--- src/rtl/mc_controller_pkg.sv ---
// Shared types and encodings for the multicycle ARM controller.
// State enum, condition codes, ALU command/control and mux select constants.
package arm_mc_pkg;

  typedef enum logic [3:0] {
    FETCH, DECODE, MEMADR, MEMRD, MEMWB, MEMWR, EXECR, EXECI, ALUWB, BRANCH
  } state_e;

  localparam logic [3:0] COND_EQ = 4'b0000, COND_NE = 4'b0001, COND_CS = 4'b0010,
                         COND_CC = 4'b0011, COND_MI = 4'b0100, COND_PL = 4'b0101,
                         COND_VS = 4'b0110, COND_VC = 4'b0111, COND_HI = 4'b1000,
                         COND_LS = 4'b1001, COND_GE = 4'b1010, COND_LT = 4'b1011,
                         COND_GT = 4'b1100, COND_LE = 4'b1101, COND_AL = 4'b1110,
                         COND_NV = 4'b1111;

  // Funct[4:1] command field
  localparam logic [3:0] CMD_ADD = 4'b0100, CMD_SUB = 4'b0010, CMD_AND = 4'b0000,
                         CMD_ORR = 4'b1100, CMD_CMP = 4'b1010;

  localparam logic [1:0] ALUCTL_ADD = 2'b00, ALUCTL_SUB = 2'b01,
                         ALUCTL_AND = 2'b10, ALUCTL_ORR = 2'b11;

  localparam logic [1:0] SRCB_RD2 = 2'b00, SRCB_IMM = 2'b01, SRCB_FOUR = 2'b10;

  localparam logic [1:0] RES_ALUOUT = 2'b00, RES_DATA = 2'b01, RES_ALURES = 2'b10;

endpackage

--- src/rtl/mc_controller_if.sv ---
// Controller <-> datapath/memory bundle; slave = controller side, master = datapath side.
interface mc_controller_if;
  logic [19:0] Instr;
  logic [3:0]  ALUFlags;
  logic        MemReady;
  logic        PCWrite, IRWrite, MemWrite, RegWrite, AdrSrc, ALUSrcA, MemErr;
  logic [1:0]  ALUSrcB, ResultSrc, ImmSrc, RegSrc, ALUControl;

  modport slave (
    input  Instr, ALUFlags, MemReady,
    output PCWrite, IRWrite, MemWrite, RegWrite, AdrSrc, ALUSrcA, MemErr,
           ALUSrcB, ResultSrc, ImmSrc, RegSrc, ALUControl
  );

  modport master (
    output Instr, ALUFlags, MemReady,
    input  PCWrite, IRWrite, MemWrite, RegWrite, AdrSrc, ALUSrcA, MemErr,
           ALUSrcB, ResultSrc, ImmSrc, RegSrc, ALUControl
  );
endinterface

--- src/rtl/mc_controller_condlogic.sv ---
// ARM condition evaluation: Cond field against held NZCV flags (combinational).
module mc_condlogic
  import arm_mc_pkg::*;
(
  input  logic [3:0] cond_i,
  input  logic [3:0] flags_i,
  output logic       cond_ex_o
);
  logic n, z, c, v, ge;

  assign {n, z, c, v} = flags_i;
  assign ge = (n == v);

  always_comb begin
    cond_ex_o = 1'b0;
    case (cond_i)
      COND_EQ: cond_ex_o = z;
      COND_NE: cond_ex_o = ~z;
      COND_CS: cond_ex_o = c;
      COND_CC: cond_ex_o = ~c;
      COND_MI: cond_ex_o = n;
      COND_PL: cond_ex_o = ~n;
      COND_VS: cond_ex_o = v;
      COND_VC: cond_ex_o = ~v;
      COND_HI: cond_ex_o = c & ~z;
      COND_LS: cond_ex_o = ~(c & ~z);
      COND_GE: cond_ex_o = ge;
      COND_LT: cond_ex_o = ~ge;
      COND_GT: cond_ex_o = ~z & ge;
      COND_LE: cond_ex_o = ~(~z & ge);
      COND_AL: cond_ex_o = 1'b1;
      default: cond_ex_o = 1'b0;
    endcase
  end
endmodule

--- src/rtl/mc_controller.sv ---
// Multicycle ARM sequencer: FSM, NZCV flag register, condition latch, memory wait timer, ALU decode.
module mc_controller
  import arm_mc_pkg::*;
#(
  parameter int TIMEOUT = 255
) (
  input  logic         clk,
  input  logic         reset,
  mc_controller_if.slave bus
);
  localparam int TW = (TIMEOUT == 0) ? 1 : $clog2(TIMEOUT + 1);
  localparam logic [TW-1:0] TMO = TW'(TIMEOUT);

  state_e        state_q, state_d;
  logic [3:0]    flags_q, flags_d;
  logic          cond_q, cond_d;
  logic [TW-1:0] timer_q, timer_d;

  logic [3:0] cond, rd;
  logic [1:0] op;
  logic [5:0] funct;
  logic       cond_ex, waiting, timeout, no_write;
  logic [1:0] flag_w, alu_ctl;

  assign cond  = bus.Instr[19:16];
  assign op    = bus.Instr[15:14];
  assign funct = bus.Instr[13:8];
  assign rd    = bus.Instr[3:0];

  mc_condlogic u_condlogic (.cond_i(cond), .flags_i(flags_q), .cond_ex_o(cond_ex));

  always_comb begin
    alu_ctl  = ALUCTL_ADD;
    flag_w   = 2'b00;
    no_write = 1'b0;
    case (funct[4:1])
      CMD_ADD: begin alu_ctl = ALUCTL_ADD; flag_w = {2{funct[0]}}; end
      CMD_SUB: begin alu_ctl = ALUCTL_SUB; flag_w = {2{funct[0]}}; end
      CMD_AND: begin alu_ctl = ALUCTL_AND; flag_w = {funct[0], 1'b0}; end
      CMD_ORR: begin alu_ctl = ALUCTL_ORR; flag_w = {funct[0], 1'b0}; end
      CMD_CMP: begin alu_ctl = ALUCTL_SUB; flag_w = {2{funct[0]}}; no_write = 1'b1; end
      default: ;
    endcase
  end

  // A false-conditioned store never waits, so it cannot time out.
  assign waiting = (state_q == FETCH) || (state_q == MEMRD) || (state_q == MEMWR && cond_q);
  assign timeout = (TIMEOUT != 0) && waiting && !bus.MemReady && (timer_q == TMO);

  always_ff @(posedge clk) begin
    if (!reset) begin
      state_q <= FETCH;
      flags_q <= '0;
      cond_q  <= 1'b0;
      timer_q <= '0;
    end else begin
      state_q <= state_d;
      flags_q <= flags_d;
      cond_q  <= cond_d;
      timer_q <= timer_d;
    end
  end

  always_comb begin
    state_d = state_q;
    case (state_q)
      FETCH:   state_d = bus.MemReady ? DECODE : FETCH;
      DECODE: begin
        case (op)
          2'b01:   state_d = MEMADR;
          2'b00:   state_d = funct[5] ? EXECI : EXECR;
          2'b10:   state_d = BRANCH;
          default: state_d = FETCH;
        endcase
      end
      MEMADR:  state_d = funct[0] ? MEMRD : MEMWR;
      MEMRD:   state_d = bus.MemReady ? MEMWB : (timeout ? FETCH : MEMRD);
      MEMWR:   state_d = (!cond_q || bus.MemReady || timeout) ? FETCH : MEMWR;
      EXECR, EXECI: state_d = ALUWB;
      default: state_d = FETCH;
    endcase

    timer_d = '0;
    if (TIMEOUT != 0 && waiting && !bus.MemReady && !timeout) timer_d = timer_q + 1'b1;

    cond_d = (state_q == DECODE) ? cond_ex : cond_q;

    flags_d = flags_q;
    if (state_q == EXECR || state_q == EXECI) begin
      if (flag_w[1] && cond_q) flags_d[3:2] = bus.ALUFlags[3:2];
      if (flag_w[0] && cond_q) flags_d[1:0] = bus.ALUFlags[1:0];
    end
  end

  always_comb begin
    bus.PCWrite    = 1'b0;
    bus.IRWrite    = 1'b0;
    bus.MemWrite   = 1'b0;
    bus.RegWrite   = 1'b0;
    bus.AdrSrc     = 1'b0;
    bus.ALUSrcA    = 1'b0;
    bus.ALUSrcB    = SRCB_RD2;
    bus.ResultSrc  = RES_ALUOUT;
    bus.ALUControl = ALUCTL_ADD;
    bus.ImmSrc     = op;
    bus.RegSrc     = {op == 2'b01, op == 2'b10};
    bus.MemErr     = timeout && reset;
    case (state_q)
      FETCH: begin
        bus.ALUSrcA = 1'b1; bus.ALUSrcB = SRCB_FOUR; bus.ResultSrc = RES_ALURES;
        bus.IRWrite = bus.MemReady; bus.PCWrite = bus.MemReady;
      end
      DECODE: begin
        bus.ALUSrcA = 1'b1; bus.ALUSrcB = SRCB_FOUR; bus.ResultSrc = RES_ALURES;
      end
      MEMADR:  bus.ALUSrcB = SRCB_IMM;
      MEMRD:   bus.AdrSrc = 1'b1;
      MEMWB: begin
        bus.ResultSrc = RES_DATA;
        bus.RegWrite  = cond_q;
        bus.PCWrite   = cond_q && (rd == 4'd15);
      end
      MEMWR: begin bus.AdrSrc = 1'b1; bus.MemWrite = cond_q; end
      EXECR: bus.ALUControl = alu_ctl;
      EXECI: begin bus.ALUSrcB = SRCB_IMM; bus.ALUControl = alu_ctl; end
      ALUWB: begin
        bus.RegWrite = cond_q && !no_write;
        bus.PCWrite  = cond_q && !no_write && (rd == 4'd15);
      end
      BRANCH: begin
        bus.ALUSrcB = SRCB_IMM; bus.ResultSrc = RES_ALURES; bus.PCWrite = cond_q;
      end
      default: ;
    endcase
    if (!reset || timeout) begin
      bus.PCWrite  = 1'b0;
      bus.IRWrite  = 1'b0;
      bus.MemWrite = 1'b0;
      bus.RegWrite = 1'b0;
    end
  end
endmodule
--- src/flat_wrapper.sv ---
// flat-port wrapper written by rule: the top's interface ports become plain ports
module mc_controller_flat import arm_mc_pkg::*;
#(
  parameter int TIMEOUT = 255
)
  (clk, reset, bus_Instr, bus_ALUFlags, bus_MemReady, bus_PCWrite, bus_IRWrite, bus_MemWrite, bus_RegWrite, bus_AdrSrc, bus_ALUSrcA, bus_MemErr, bus_ALUSrcB, bus_ResultSrc, bus_ImmSrc, bus_RegSrc, bus_ALUControl);
  mc_controller_if bus_i ();
  input  logic clk;
  input  logic reset;
  input wire logic [$bits(bus_i.Instr)-1:0] bus_Instr;
  input wire logic [$bits(bus_i.ALUFlags)-1:0] bus_ALUFlags;
  input wire logic [$bits(bus_i.MemReady)-1:0] bus_MemReady;
  output wire logic [$bits(bus_i.PCWrite)-1:0] bus_PCWrite;
  output wire logic [$bits(bus_i.IRWrite)-1:0] bus_IRWrite;
  output wire logic [$bits(bus_i.MemWrite)-1:0] bus_MemWrite;
  output wire logic [$bits(bus_i.RegWrite)-1:0] bus_RegWrite;
  output wire logic [$bits(bus_i.AdrSrc)-1:0] bus_AdrSrc;
  output wire logic [$bits(bus_i.ALUSrcA)-1:0] bus_ALUSrcA;
  output wire logic [$bits(bus_i.MemErr)-1:0] bus_MemErr;
  output wire logic [$bits(bus_i.ALUSrcB)-1:0] bus_ALUSrcB;
  output wire logic [$bits(bus_i.ResultSrc)-1:0] bus_ResultSrc;
  output wire logic [$bits(bus_i.ImmSrc)-1:0] bus_ImmSrc;
  output wire logic [$bits(bus_i.RegSrc)-1:0] bus_RegSrc;
  output wire logic [$bits(bus_i.ALUControl)-1:0] bus_ALUControl;
  assign bus_i.Instr = bus_Instr;
  assign bus_i.ALUFlags = bus_ALUFlags;
  assign bus_i.MemReady = bus_MemReady;
  assign bus_PCWrite = bus_i.PCWrite;
  assign bus_IRWrite = bus_i.IRWrite;
  assign bus_MemWrite = bus_i.MemWrite;
  assign bus_RegWrite = bus_i.RegWrite;
  assign bus_AdrSrc = bus_i.AdrSrc;
  assign bus_ALUSrcA = bus_i.ALUSrcA;
  assign bus_MemErr = bus_i.MemErr;
  assign bus_ALUSrcB = bus_i.ALUSrcB;
  assign bus_ResultSrc = bus_i.ResultSrc;
  assign bus_ImmSrc = bus_i.ImmSrc;
  assign bus_RegSrc = bus_i.RegSrc;
  assign bus_ALUControl = bus_i.ALUControl;
  mc_controller #(.TIMEOUT(TIMEOUT)) u_core (.clk(clk), .reset(reset), .bus(bus_i));
endmodule
--- config.mk ---
export PLATFORM = sky130hd
export DESIGN_NAME = mc_controller_flat
export DESIGN_NICKNAME = d
export VERILOG_FILES = /design/src/rtl/mc_controller_pkg.sv /design/src/rtl/mc_controller_if.sv /design/src/rtl/mc_controller_condlogic.sv /design/src/rtl/mc_controller.sv /design/src/flat_wrapper.sv
export SDC_FILE = /design/constraint.sdc
export NUM_CORES = 1
export LEC_CHECK = 0
export BUFFER_PORTS_ARGS = -buffer_cell sky130_fd_sc_hd__buf_2
export CAP_MARGIN = 20
export CELL_PAD_IN_SITES_DETAIL_PLACEMENT = 1
export CELL_PAD_IN_SITES_GLOBAL_PLACEMENT = 1
export CORE_MARGIN = 4
export CORE_UTILIZATION = 38
export CTS_BUF_LIST = sky130_fd_sc_hd__clkbuf_16
export DETAILED_ROUTE_END_ITERATION = 12
export PLACE_DENSITY = 0.87
export SLEW_MARGIN = 20
export SYNTH_ARGS = -nofsm -noshare
export SYNTH_HDL_FRONTEND = slang
export SYNTH_SLANG_ARGS = --single-unit
--- constraint.sdc ---
create_clock -name clk -period 4.86 [get_ports clk]
set_input_delay 1.215 -clock clk [delete_from_list [all_inputs] [get_ports clk]]
set_output_delay 1.215 -clock clk [all_outputs]
set_load 0.1 [all_outputs]
# Word level (Yosys, flattened, before mapping)

Index checks and enable logic that the tools add are counted.

Register bits: 17
Input port bits: 27
Output and inout port bits: 17

$add $sub $neg: 1
Equality and inequality tests: 32
Mux-type cells: 25
Bitwise logic cells: 9
Reduce and logical (&&, ||, !) cells: 36

Operators with widths:

| cell                                                             | count |
|---|---|
| 4-bit == test (second input constant)                            | 12 |
| 4-bit by 3-bit == test with 1-bit output (second input constant) | 9 |
| 4-bit one-hot mux with 6 select lines                            | 1 |
| 4-bit by 2-bit == test with 1-bit output (second input constant) | 5 |
| 1-bit one-hot mux with 15 select lines                           | 1 |
| 4-bit logical NOT                                                | 3 |
| 2-bit one-hot mux with 2 select lines                            | 3 |
| 4-bit one-hot mux with 3 select lines                            | 1 |
| 1-bit 2-to-1 mux                                                 | 11 |
| 1-bit logical AND                                                | 10 |
| 2-bit OR reduction                                               | 5 |
| 3-bit OR reduction                                               | 3 |
| 8-bit by 1-bit adder with 8-bit output (second input constant)   | 1 |
| 4-bit by 1-bit == test with 1-bit output (second input constant) | 2 |
| 8-bit == test (second input constant)                            | 1 |
| 1-bit inverter                                                   | 7 |
| 1-bit logical OR                                                 | 6 |
| 3-bit 2-to-1 mux                                                 | 2 |
| 2-bit one-hot mux with 3 select lines                            | 1 |
| 2-bit AND reduction                                              | 3 |
| 1-bit logical NOT                                                | 5 |
| 2-bit 2-to-1 mux                                                 | 2 |
| 4-bit 2-to-1 mux                                                 | 1 |
| 1-bit one-hot mux with 4 select lines                            | 1 |
| 6 further kinds                                                  | 7 |

# Longest topological paths before layout

Gate-level depths: netlist of run 1.

Depth in word-level cells: 8
Mapped depth: 7
Mapped depth without buffers: 6

# Cells and area by module

A second synthesis of run 1 with hierarchy kept.

Cells, all modules: 156
Area, all modules: 1239.9 um^2

Modules (own cells, without submodules):

| module        | times used | cells an instance | area each (um^2) | sequential area each (um^2) |
|---|---|---|---|---|
| mc_controller | 1          | 133               | 1092.3           | 340.3 |
| mc_condlogic  | 1          | 23                | 147.6            | 0.0 |

# Worst setup path after synthesis of run 1

Ideal clock, no wire load.

Path type: input to output
Start: input port bus_Instr[12]
End: output port bus_ALUControl[1]
Arrival: 4176 ps
Data required time: 3645 ps
Slack: -531 ps
Stages on the path: 2
Buffers on the path: 0
Path through: xor2_1 nor4_1

Word-level cells in the longest chain between the ends: 4
Elaborated cells on any way between the ends: 7
Classes of those cells: 3 x eq/ne; 2 x mux; 2 x reduce/logical

RTL lines:

| element                                                                   | RTL line             | RTL |
|---|---|---|
| start, declared                                                           | flat_wrapper.sv:10   | `input wire logic [$bits(bus_i.Instr)-1:0] bus_Instr;` |
| 4-bit by 2-bit == test with 1-bit output or 4-bit == test (tied branches) | mc_controller.sv:36  | `case (funct[4:1])` |
| 2-bit OR reduction (no source line)                                       | n/a                  |  |
| 2-bit one-hot mux with 3 select lines (*)                                 | mc_controller.sv:36  |  |
| 2-bit 2-to-1 mux (*)                                                      | mc_controller.sv:108 | `case (state_q)` |
| end, declared                                                             | flat_wrapper.sv:24   | `output wire logic [$bits(bus_i.ALUControl)-1:0] bus_ALUControl;` |

Mark *: on every way between the ends. The rest lies on a longest branch, timed or not.

# Worst setup path in the final report of run 1

Start: input port bus_Instr[12]
End: output port bus_PCWrite

Word-level cells in the longest chain between the ends: 7

RTL lines:

| element                               | RTL line             | RTL |
|---|---|---|
| 4-bit == test                         | mc_controller.sv:36  |  |
| 1-bit 2-to-1 mux                      | mc_controller.sv:36  |  |
| 1-bit logical NOT                     | mc_controller.sv:128 | `bus.PCWrite = cond_q && !no_write && (rd == 4'd15);` |
| 1-bit logical AND (2 in a row)        | mc_controller.sv:128 |  |
| 1-bit one-hot mux with 4 select lines | mc_controller.sv:108 |  |
| 1-bit 2-to-1 mux                      | mc_controller.sv:135 | `if (!reset \|\| timeout) begin` |
| end, declared                         | flat_wrapper.sv:13   | `output wire logic [$bits(bus_i.PCWrite)-1:0] bus_PCWrite;` |

No other way between the ends.

==> impl_metrics.prom, run 1 <==
# TYPE chip_impl_metric gauge
chip_impl_metric{name="async_reset_ff_frac",unit=""} 0
chip_impl_metric{name="preCtsSetupSlack",unit="ps"} 1210
chip_impl_metric{name="final_min_period_over_clock_period",unit=""} 0.748
chip_impl_metric{name="number_of_buffers_created_by_cts",unit=""} 3
chip_impl_metric{name="tightestPinTransition",unit="ps"} 698
chip_impl_info{name="timing.critical_path.slowest_stage_cell",value="sky130_fd_sc_hd__buf_2"} 1
chip_impl_metric{name="place.detailed.hpwl",unit="um"} 2600
chip_impl_metric{name="post_synth_edffs",unit=""} 0
chip_impl_metric{name="numClockSinks",unit=""} 17
chip_impl_metric{name="clk_pin_slew_worst_paths",unit="ps"} 50
chip_impl_metric{name="fp.dieW",unit="um"} 67.4
chip_impl_metric{name="rr_worst_depth",unit=""} 5
chip_impl_metric{name="std_cell_rows",unit=""} 21
chip_impl_metric{name="detailedRoute.firstPassIterationCount",unit=""} 4
chip_impl_metric{name="yosysTopAreaCellShare",unit=""} 0.254
chip_impl_metric{name="pwr_density_cell",unit="nW/um2"} 300
chip_impl_metric{name="grt.total_usage",unit=""} 0.160
chip_impl_metric{name="maxClockFrequency",unit="MHz"} 275
chip_impl_metric{name="design.die.area",unit="um2"} 4540
chip_impl_metric{name="grt-ovfl-total",unit=""} 0
chip_impl_info{name="hold_start",value="u_core.timer_q[0]"} 1
chip_impl_metric{name="latest_clock_arrival_within_the_worst_skew_pair",unit="ps"} 250
chip_impl_metric{name="drtIter0Drc",unit=""} 63
chip_impl_metric{name="instances_no_fill",unit=""} 247
chip_impl_metric{name="top_level_ports",unit=""} 44
chip_impl_info{name="tritoncts",value="yes"} 1
chip_impl_metric{name="grt_pass1_vias",unit=""} 1236
chip_impl_info{name="worstHoldEndpoint",value="u_core.timer_q[0]"} 1
chip_impl_metric{name="synth_sequential_area_ratio",unit=""} 0.254
chip_impl_metric{name="post_cts_resize_count",unit=""} 0
chip_impl_info{name="critical-path-top-delay-family",value="buffers and inverters"} 1
chip_impl_metric{name="synth-warning-count",unit=""} 0
chip_impl_metric{name="drv.max_cap_violation_count",unit=""} 0
chip_impl_metric{name="layout_setup_ws",unit="ps"} 1220
chip_impl_metric{name="initial_util",unit=""} 0.399
chip_impl_metric{name="buffers_inserted_during_post_cts_setup_optimization",unit=""} 0
chip_impl_info{name="setup_repair_after_global_routing_missed_its_margin",value="false"} 1
chip_impl_info{name="post_synth_main_area_contributors",value="sky130_fd_sc_hd__dfxtp_1 25%, sky130_fd_sc_hd__mux2i_1 5.2%, sky130_fd_sc_hd__nor2b_1 5.1%"} 1
chip_impl_metric{name="synth_area_per_cell",unit="um2"} 7.80
chip_impl_metric{name="max-slew-margin-rel",unit=""} 0.534
chip_impl_info{name="post-synth-top-count-cell",value="sky130_fd_sc_hd__dfxtp_1"} 1
chip_impl_metric{name="detailroute.via_count",unit=""} 1301
chip_impl_metric{name="ys_seq_elements",unit=""} 17
chip_impl_metric{name="holdPathStages",unit=""} 1
chip_impl_metric{name="grt_pass1_wl",unit="um"} 5610
chip_impl_metric{name="detail_route.drc_violations",unit=""} 0
chip_impl_metric{name="period_minus_slack",unit="ps"} 3640
chip_impl_metric{name="area_growth",unit="%"} 18.2
chip_impl_metric{name="antenna_left",unit=""} 0
chip_impl_metric{name="timing.final.setup_violations",unit=""} 0
chip_impl_metric{name="cp.required",unit="ps"} 3640
chip_impl_metric{name="core_footprint",unit="um2"} 3360
chip_impl_metric{name="htree_num_levels",unit=""} 1
chip_impl_metric{name="final_nets",unit=""} 230
chip_impl_metric{name="hold_ws",unit="ps"} 472
chip_impl_info{name="cell_type_with_the_highest_aggregate_area_in_the_netlist",value="sky130_fd_sc_hd__dfxtp_1"} 1
chip_impl_metric{name="drt-wirelength-per-cell",unit="um"} 14.2
chip_impl_metric{name="timing.critical_path.slowest_cell_delay",unit="ps"} 430
chip_impl_metric{name="num_antenna_cells",unit=""} 0
chip_impl_info{name="path_common_cell",value="sky130_fd_sc_hd__buf_2"} 1
chip_impl_metric{name="timing.clock.skew",unit="ps"} 0.761
chip_impl_metric{name="biggest_fanout_along_the_worst_timing_path",unit=""} 5
chip_impl_metric{name="initial_antenna_violation_count",unit=""} 0
chip_impl_metric{name="fraction_of_layout_cells_with_a_size_suffix_above_1",unit=""} 0.279
chip_impl_info{name="ys.flop_type",value="sky130_fd_sc_hd__dfxtp_1"} 1
chip_impl_info{name="crit_path_cell_trace",value="buf_2 > nor4bb_1 > o21ai_1 > nand4_1 > o32a_1 > nor2_1 > buf_2"} 1
chip_impl_metric{name="max-vdd-ir-drop",unit="mV"} 0.157
chip_impl_metric{name="postSynthCellCount",unit=""} 172
chip_impl_info{name="run_status",value="completed"} 1
chip_impl_metric{name="final_max_slew_viol_count",unit=""} 0
chip_impl_metric{name="synth.net_count",unit=""} 200
chip_impl_metric{name="total_leakage_power",unit="nW"} 0.675
chip_impl_info{name="path_class",value="input pin to output pin"} 1
chip_impl_metric{name="path_buf_inv",unit=""} 2
chip_impl_metric{name="worstPathArrival",unit="ps"} 2420
chip_impl_metric{name="cts_max_path_buffers",unit=""} 2
chip_impl_metric{name="combined_area_of_all_synthesized_cells",unit="um2"} 1340
chip_impl_metric{name="gp_congestion",unit=""} 0.758
chip_impl_metric{name="totalNegativeSetupSlack",unit="ps"} 0
chip_impl_metric{name="rrSetupSlack",unit="ps"} 3050
chip_impl_metric{name="placedCellCount",unit=""} 243
chip_impl_info{name="holdCritPathClass",value="flop to flop"} 1
chip_impl_info{name="cp-end-kind",value="output pin"} 1
chip_impl_metric{name="fp.dieH",unit="um"} 67.4
chip_impl_info{name="clockRootBuffer",value="sky130_fd_sc_hd__clkbuf_16"} 1
chip_impl_metric{name="quantity_of_hold_fixing_buffers_added_after_cts",unit=""} 0
chip_impl_metric{name="post_synth_num_cell_types",unit=""} 46
chip_impl_metric{name="grt_start_max_net_pins",unit=""} 18
chip_impl_info{name="r2r-end",value="u_core.flags_q[0]"} 1
chip_impl_info{name="synth_top_cells_by_count",value="17 x sky130_fd_sc_hd__dfxtp_1, 14 x sky130_fd_sc_hd__nor2_1, 12 x sky130_fd_sc_hd__nand2_1, 11 x sky130_fd_sc_hd__nor2b_1, 10 x sky130_fd_sc_hd__nor3_1"} 1
chip_impl_info{name="crit_path_start_kind",value="input pin"} 1
chip_impl_metric{name="finalWirelength",unit="um"} 3510
chip_impl_metric{name="hold_violations",unit=""} 0
chip_impl_metric{name="detail_route.vias_per_cell",unit=""} 5.27
chip_impl_info{name="crit-reg2reg-launch",value="u_core.state_q[2]"} 1
chip_impl_metric{name="port_buffers",unit=""} 39
power breakdown:
group	total (mW)	switching (mW)	internal [mW]	leakage (nW)
clock	0.163	0.0537	0.109	0.0423
combinational	0.152	0.113	0.0392	0.495
sequential	0.160	0.0160	0.144	0.138
worst max path at each step:
stage | end | depth (start not counted) | startpoint | slack (ps)
global placement | bus_PCWrite | 6 | bus_MemReady | 1200
CTS | bus_PCWrite | 6 | bus_MemReady | 1210
finish | bus_PCWrite | 7 | bus_Instr[12] | 1220
global route | bus_PCWrite | 6 | bus_MemReady | 1080
floorplan | bus_MemWrite | 3 | reset | 150
detailed placement | bus_PCWrite | 6 | bus_MemReady | 1210
through the flow:
stage | total power [mW] | instance area (um2) | util
2_1_floorplan | 0.290 | 1350 | -
3_3_place_gp | 0.313 | 1510 | 0.448
3_5_place_dp | 0.315 | 1510 | 0.448
4_1_cts | 0.481 | 1590 | 0.471
5_1_grt | 0.497 | 1590 | 0.471
6_report | 0.476 | 1590 | 0.471
cells in the final DEF, fill, tap and decap left out, drive strengths merged, types with 3 or more instances in the layout:
master / n
a21oi: 5
mux2i: 7
nand3: 8
o21ai: 6
nor4: 4
nor2b: 11
nor2: 21
buf: 39
xor2: 7
dfxtp: 17
xnor2: 5
nand4: 3
nand2b: 5
clkbuf: 3
nand2: 12
nor3: 10
o22ai: 3
inv: 5
nor3b: 5
logic make-up (layout without fill, tap and decap cells):
family | after synthesis | after routing | synth area share
compound gates | 26 | 26 | 0.129
xor+xnor | 12 | 12 | 0.0784
fa+ha+maj | 1 | 1 | 0.00933
buf+inv | 18 | 47 | 0.0812
flops | 17 | 17 | 0.254
mux | 7 | 7 | 0.0522
simple gates | 91 | 91 | 0.396
state kept, by name, indices dropped and copies added (netlist names):
signal,flops
u_core.timer_q,8
u_core.flags_q,4
u_core.state_q,4
u_core.cond_q,1
layout make-up:
| cell class | count | area, um2 |
|---|---|---|
| Timing Repair Buffer | 39 | 195 |
| Multi-Input combinational cell | 137 | 898 |
| Clock inverter | 1 | 3.75 |
| Clock buffer | 3 | 75.1 |
| Inverter | 4 | 15.0 |
| Tap cell | 46 | 57.6 |
| Sequential cell | 17 | 340 |
| Fill cell | 450 | 1780 |
routing by layer:
metal	vias up	GRT usage	wire length [um]
li1	662	-	-
met3	5	0.0266	181
met1	600	0.196	1570
met4	0	0.0506	59
met5	-	0	0
met2	34	0.283	1700
No activity file was read; power rests on OpenSTA's default activity.
==> inputs of run 2 (changes only) <==
ABC_AREA = 1   (was unset)
CORE_UTILIZATION = 31   (was 38)
PLACE_DENSITY = 0.8   (was 0.87)
clock period = 3.3 ns   (was 4.86 ns; I/O delays follow)
==> run 2 against run 1 <==
  * Sequential power rose by 37%
  * Global-route usage fell by 1.7 points
  * First-iteration DRC count fell by 27%
  * Total power rose by 38%
  * Via count rose by 8.1%
  * Register-to-register slack got worse by 1200 ps
  * Critical endpoint unchanged
  * Wire length fell by 0.49%
==> impl_metrics.prom, run 2 <==
# TYPE chip_impl_metric gauge
chip_impl_metric{name="synth_sequential_area_ratio",unit=""} 0.257
chip_impl_metric{name="final_nets",unit=""} 276
chip_impl_metric{name="std_cell_rows",unit=""} 23
chip_impl_metric{name="postSynthCellCount",unit=""} 207
chip_impl_metric{name="rr_worst_depth",unit=""} 10
chip_impl_metric{name="grt_start_max_net_pins",unit=""} 11
chip_impl_metric{name="final_max_slew_viol_count",unit=""} 0
chip_impl_info{name="run_status",value="completed"} 1
chip_impl_metric{name="combPwrFrac",unit=""} 0.298
chip_impl_info{name="regMostFlops",value="u_core.timer_q"} 1
chip_impl_metric{name="final_min_period_over_clock_period",unit=""} 0.874
chip_impl_metric{name="initial_util",unit=""} 0.327
chip_impl_metric{name="htree_num_levels",unit=""} 1
chip_impl_info{name="clockRootBuffer",value="sky130_fd_sc_hd__clkbuf_16"} 1
chip_impl_metric{name="grt_pass1_vias",unit=""} 1470
chip_impl_info{name="final_cell_mix",value="39 x sky130_fd_sc_hd__nand2_1, 39 x sky130_fd_sc_hd__buf_2, 33 x sky130_fd_sc_hd__inv_1, 24 x sky130_fd_sc_hd__nor2_1, 23 x sky130_fd_sc_hd__nand3_1"} 1
chip_impl_metric{name="power.switching_fraction",unit=""} 0.363
chip_impl_metric{name="synth.net_count",unit=""} 235
chip_impl_metric{name="drtIter0Drc",unit=""} 46
chip_impl_metric{name="core_footprint",unit="um2"} 4060
chip_impl_metric{name="power.internal",unit="uW"} 419
chip_impl_metric{name="place.detailed.hpwl",unit="um"} 2940
chip_impl_metric{name="number_of_buffers_created_by_cts",unit=""} 3
chip_impl_metric{name="async_reset_ff_frac",unit=""} 0
chip_impl_metric{name="grt_pass1_wl",unit="um"} 6180
chip_impl_metric{name="worstSetupPathDepth",unit=""} 11
chip_impl_metric{name="drt-wirelength-per-cell",unit="um"} 11.7
chip_impl_metric{name="synth-warning-count",unit=""} 0
chip_impl_metric{name="worstPathArrival",unit="ps"} 2060
chip_impl_metric{name="design.die.area",unit="um2"} 5380
chip_impl_info{name="post_synth_main_area_contributors",value="sky130_fd_sc_hd__dfxtp_1 26%, sky130_fd_sc_hd__nand2_1 11%, sky130_fd_sc_hd__inv_1 9.3%"} 1
chip_impl_info{name="crit_path_start_kind",value="flop"} 1
chip_impl_info{name="cp-end-kind",value="output pin"} 1
chip_impl_metric{name="tightestPinTransition",unit="ps"} 492
chip_impl_metric{name="numClockSinks",unit=""} 17
chip_impl_metric{name="path_buf_inv",unit=""} 3
chip_impl_metric{name="cts_max_path_buffers",unit=""} 2
chip_impl_metric{name="grt.total_usage",unit=""} 0.143
chip_impl_info{name="worst_setup_path_startpoint",value="u_core.state_q[1]"} 1
chip_impl_metric{name="post_synth_edffs",unit=""} 0
chip_impl_metric{name="pwr-share-clk",unit=""} 0.368
chip_impl_metric{name="total_leakage_power",unit="nW"} 0.809
chip_impl_metric{name="fp.dieW",unit="um"} 73.4
chip_impl_metric{name="timing.critical_path.slowest_cell_delay",unit="ps"} 550
chip_impl_metric{name="clk_pin_slew_worst_paths",unit="ps"} 50
chip_impl_metric{name="port_buffers",unit=""} 39
chip_impl_metric{name="timing.final.setup_violations",unit=""} 0
chip_impl_info{name="setup.worst_path.end",value="bus_PCWrite"} 1
chip_impl_metric{name="hold_violations",unit=""} 0
chip_impl_metric{name="buffers_inserted_during_post_cts_setup_optimization",unit=""} 0
chip_impl_metric{name="maxClockFrequency",unit="MHz"} 347
chip_impl_info{name="crit_path_cell_trace",value="nor2_2 > nand2_1 > inv_2 > nor2_4 > nand2_4 > nand3_4 > nand2_2 > inv_2 > o21ai_2 > nor2_2 > buf_2"} 1
chip_impl_metric{name="seq_power_share",unit=""} 0.334
chip_impl_metric{name="detail_route.vias_per_cell",unit=""} 4.73
chip_impl_info{name="timing.critical_path.slowest_stage_cell",value="sky130_fd_sc_hd__dfxtp_1"} 1
chip_impl_metric{name="initial_antenna_violation_count",unit=""} 0
chip_impl_metric{name="period_minus_slack",unit="ps"} 2880
chip_impl_metric{name="net-switching-power",unit="uW"} 239
chip_impl_metric{name="quantity_of_hold_fixing_buffers_added_after_cts",unit=""} 0
chip_impl_metric{name="top_level_ports",unit=""} 44
chip_impl_metric{name="biggest_fanout_along_the_worst_timing_path",unit=""} 9
chip_impl_info{name="post-synth-top-count-cell",value="sky130_fd_sc_hd__nand2_1"} 1
chip_impl_metric{name="num_antenna_cells",unit=""} 0
chip_impl_metric{name="fraction_of_layout_cells_with_a_size_suffix_above_1",unit=""} 0.316
chip_impl_metric{name="max-slew-margin-rel",unit=""} 0.674
chip_impl_metric{name="synth_area_per_cell",unit="um2"} 6.40
chip_impl_metric{name="timing.clock.skew",unit="ps"} 5.83
chip_impl_metric{name="area_growth",unit="%"} 23.8
chip_impl_info{name="tritoncts",value="yes"} 1
chip_impl_metric{name="pwr_density_cell",unit="nW/um2"} 401
chip_impl_metric{name="largest_reg_flops",unit=""} 8
chip_impl_metric{name="instances_no_fill",unit=""} 297
chip_impl_metric{name="post_synth_num_cell_types",unit=""} 32
chip_impl_metric{name="grt-ovfl-total",unit=""} 0
chip_impl_metric{name="gp_congestion",unit=""} 0.840
chip_impl_metric{name="combined_area_of_all_synthesized_cells",unit="um2"} 1330
chip_impl_metric{name="fp.dieH",unit="um"} 73.4
chip_impl_info{name="cell_type_with_the_highest_aggregate_area_in_the_netlist",value="sky130_fd_sc_hd__dfxtp_1"} 1
chip_impl_metric{name="ys_seq_elements",unit=""} 17
chip_impl_metric{name="yosysTopAreaCellShare",unit=""} 0.257
chip_impl_metric{name="post_cts_resize_count",unit=""} 0
chip_impl_metric{name="antenna_left",unit=""} 0
chip_impl_info{name="path_class",value="flop to output pin"} 1
chip_impl_info{name="setup_repair_after_global_routing_missed_its_margin",value="false"} 1
chip_impl_metric{name="max-vdd-ir-drop",unit="mV"} 0.327
chip_impl_metric{name="drv.max_cap_violation_count",unit=""} 0
chip_impl_info{name="r2r-end",value="u_core.state_q[0]"} 1
chip_impl_metric{name="detailroute.via_count",unit=""} 1406
chip_impl_metric{name="detailedRoute.firstPassIterationCount",unit=""} 4
chip_impl_info{name="critical-path-top-delay-family",value="simple AND/OR/NAND/NOR gates"} 1
chip_impl_metric{name="totalNegativeSetupSlack",unit="ps"} 0
chip_impl_info{name="ys.flop_type",value="sky130_fd_sc_hd__dfxtp_1"} 1
chip_impl_metric{name="placedCellCount",unit=""} 293
chip_impl_metric{name="latest_clock_arrival_within_the_worst_skew_pair",unit="ps"} 250
chip_impl_metric{name="rrSetupSlack",unit="ps"} 1830
chip_impl_metric{name="cp.required",unit="ps"} 2470
chip_impl_metric{name="detail_route.drc_violations",unit=""} 0
chip_impl_info{name="holdCritPathClass",value="flop to flop"} 1
chip_impl_info{name="crit-reg2reg-launch",value="u_core.timer_q[0]"} 1
chip_impl_info{name="synth_top_cells_by_count",value="39 x sky130_fd_sc_hd__nand2_1, 33 x sky130_fd_sc_hd__inv_1, 24 x sky130_fd_sc_hd__nor2_1, 23 x sky130_fd_sc_hd__nand3_1, 17 x sky130_fd_sc_hd__dfxtp_1"} 1
chip_impl_info{name="top_regs",value="u_core.timer_q: 8 flops, u_core.flags_q: 4 flops, u_core.state_q: 4 flops"} 1
chip_impl_metric{name="finalWirelength",unit="um"} 3490
## run 2: logic make-up (layout without fill, tap and decap cells)
kind of cell,after synthesis,count (layout),share of synthesized area
and+or+nand+nor,117,117,0.457
xor gates and xnor gates,4,4,0.0264
AOI/OAI and AO/OA,26,26,0.120
DFF,17,17,0.257
buffers and inverters,42,82,0.130
adders and majority gates,1,1,0.00944
## run 2: cell type report
type,instances,area (um2)
Fill cell,555,2420
Multi-Input combinational cell,148,816
Sequential cell,17,340
Timing Repair Buffer,39,195
Inverter,39,146
Clock buffer,3,75.1
Tap cell,50,62.6
Clock inverter,1,5.00
## run 2: worst min path at each step
stage	start	to	slack [ps]	depth (start not counted)
floorplan	u_core.timer_q[0]	u_core.timer_q[0]	430	1
global placement	u_core.timer_q[0]	u_core.timer_q[0]	440	1
detailed placement	u_core.timer_q[0]	u_core.timer_q[0]	450	1
CTS	u_core.timer_q[0]	u_core.timer_q[0]	460	1
global route	u_core.timer_q[0]	u_core.timer_q[0]	500	1
finish	u_core.timer_q[0]	u_core.timer_q[0]	460	1
## run 2: power groups by stage
stage               Clock, mW  Sequential [mW]  Combinational [mW]
floorplan                   0            0.221               0.159
global placement            0            0.224               0.194
detailed placement          0            0.224               0.197
CTS                     0.250            0.220               0.198
global route            0.257            0.221               0.214
finish                  0.242            0.220               0.196
## run 2: per-layer routing
layer / GRT usage / wire, um
met1: 0.179 / 1560
met4: 0.0624 / 55
met5: 0 / 0
met3: 0.0274 / 210
met2: 0.237 / 1660
## run 2: metrics by stage
stage	util	hold slack, ps	area [um2]	total power [mW]	setup WS, ps
floorplan	-	428	1330	0.379	105
global placement	0.385	442	1560	0.418	480
detailed placement	0.385	446	1560	0.421	414
CTS	0.404	460	1640	0.667	396
global route	0.404	502	1640	0.692	256
finish	0.404	456	1640	0.658	417
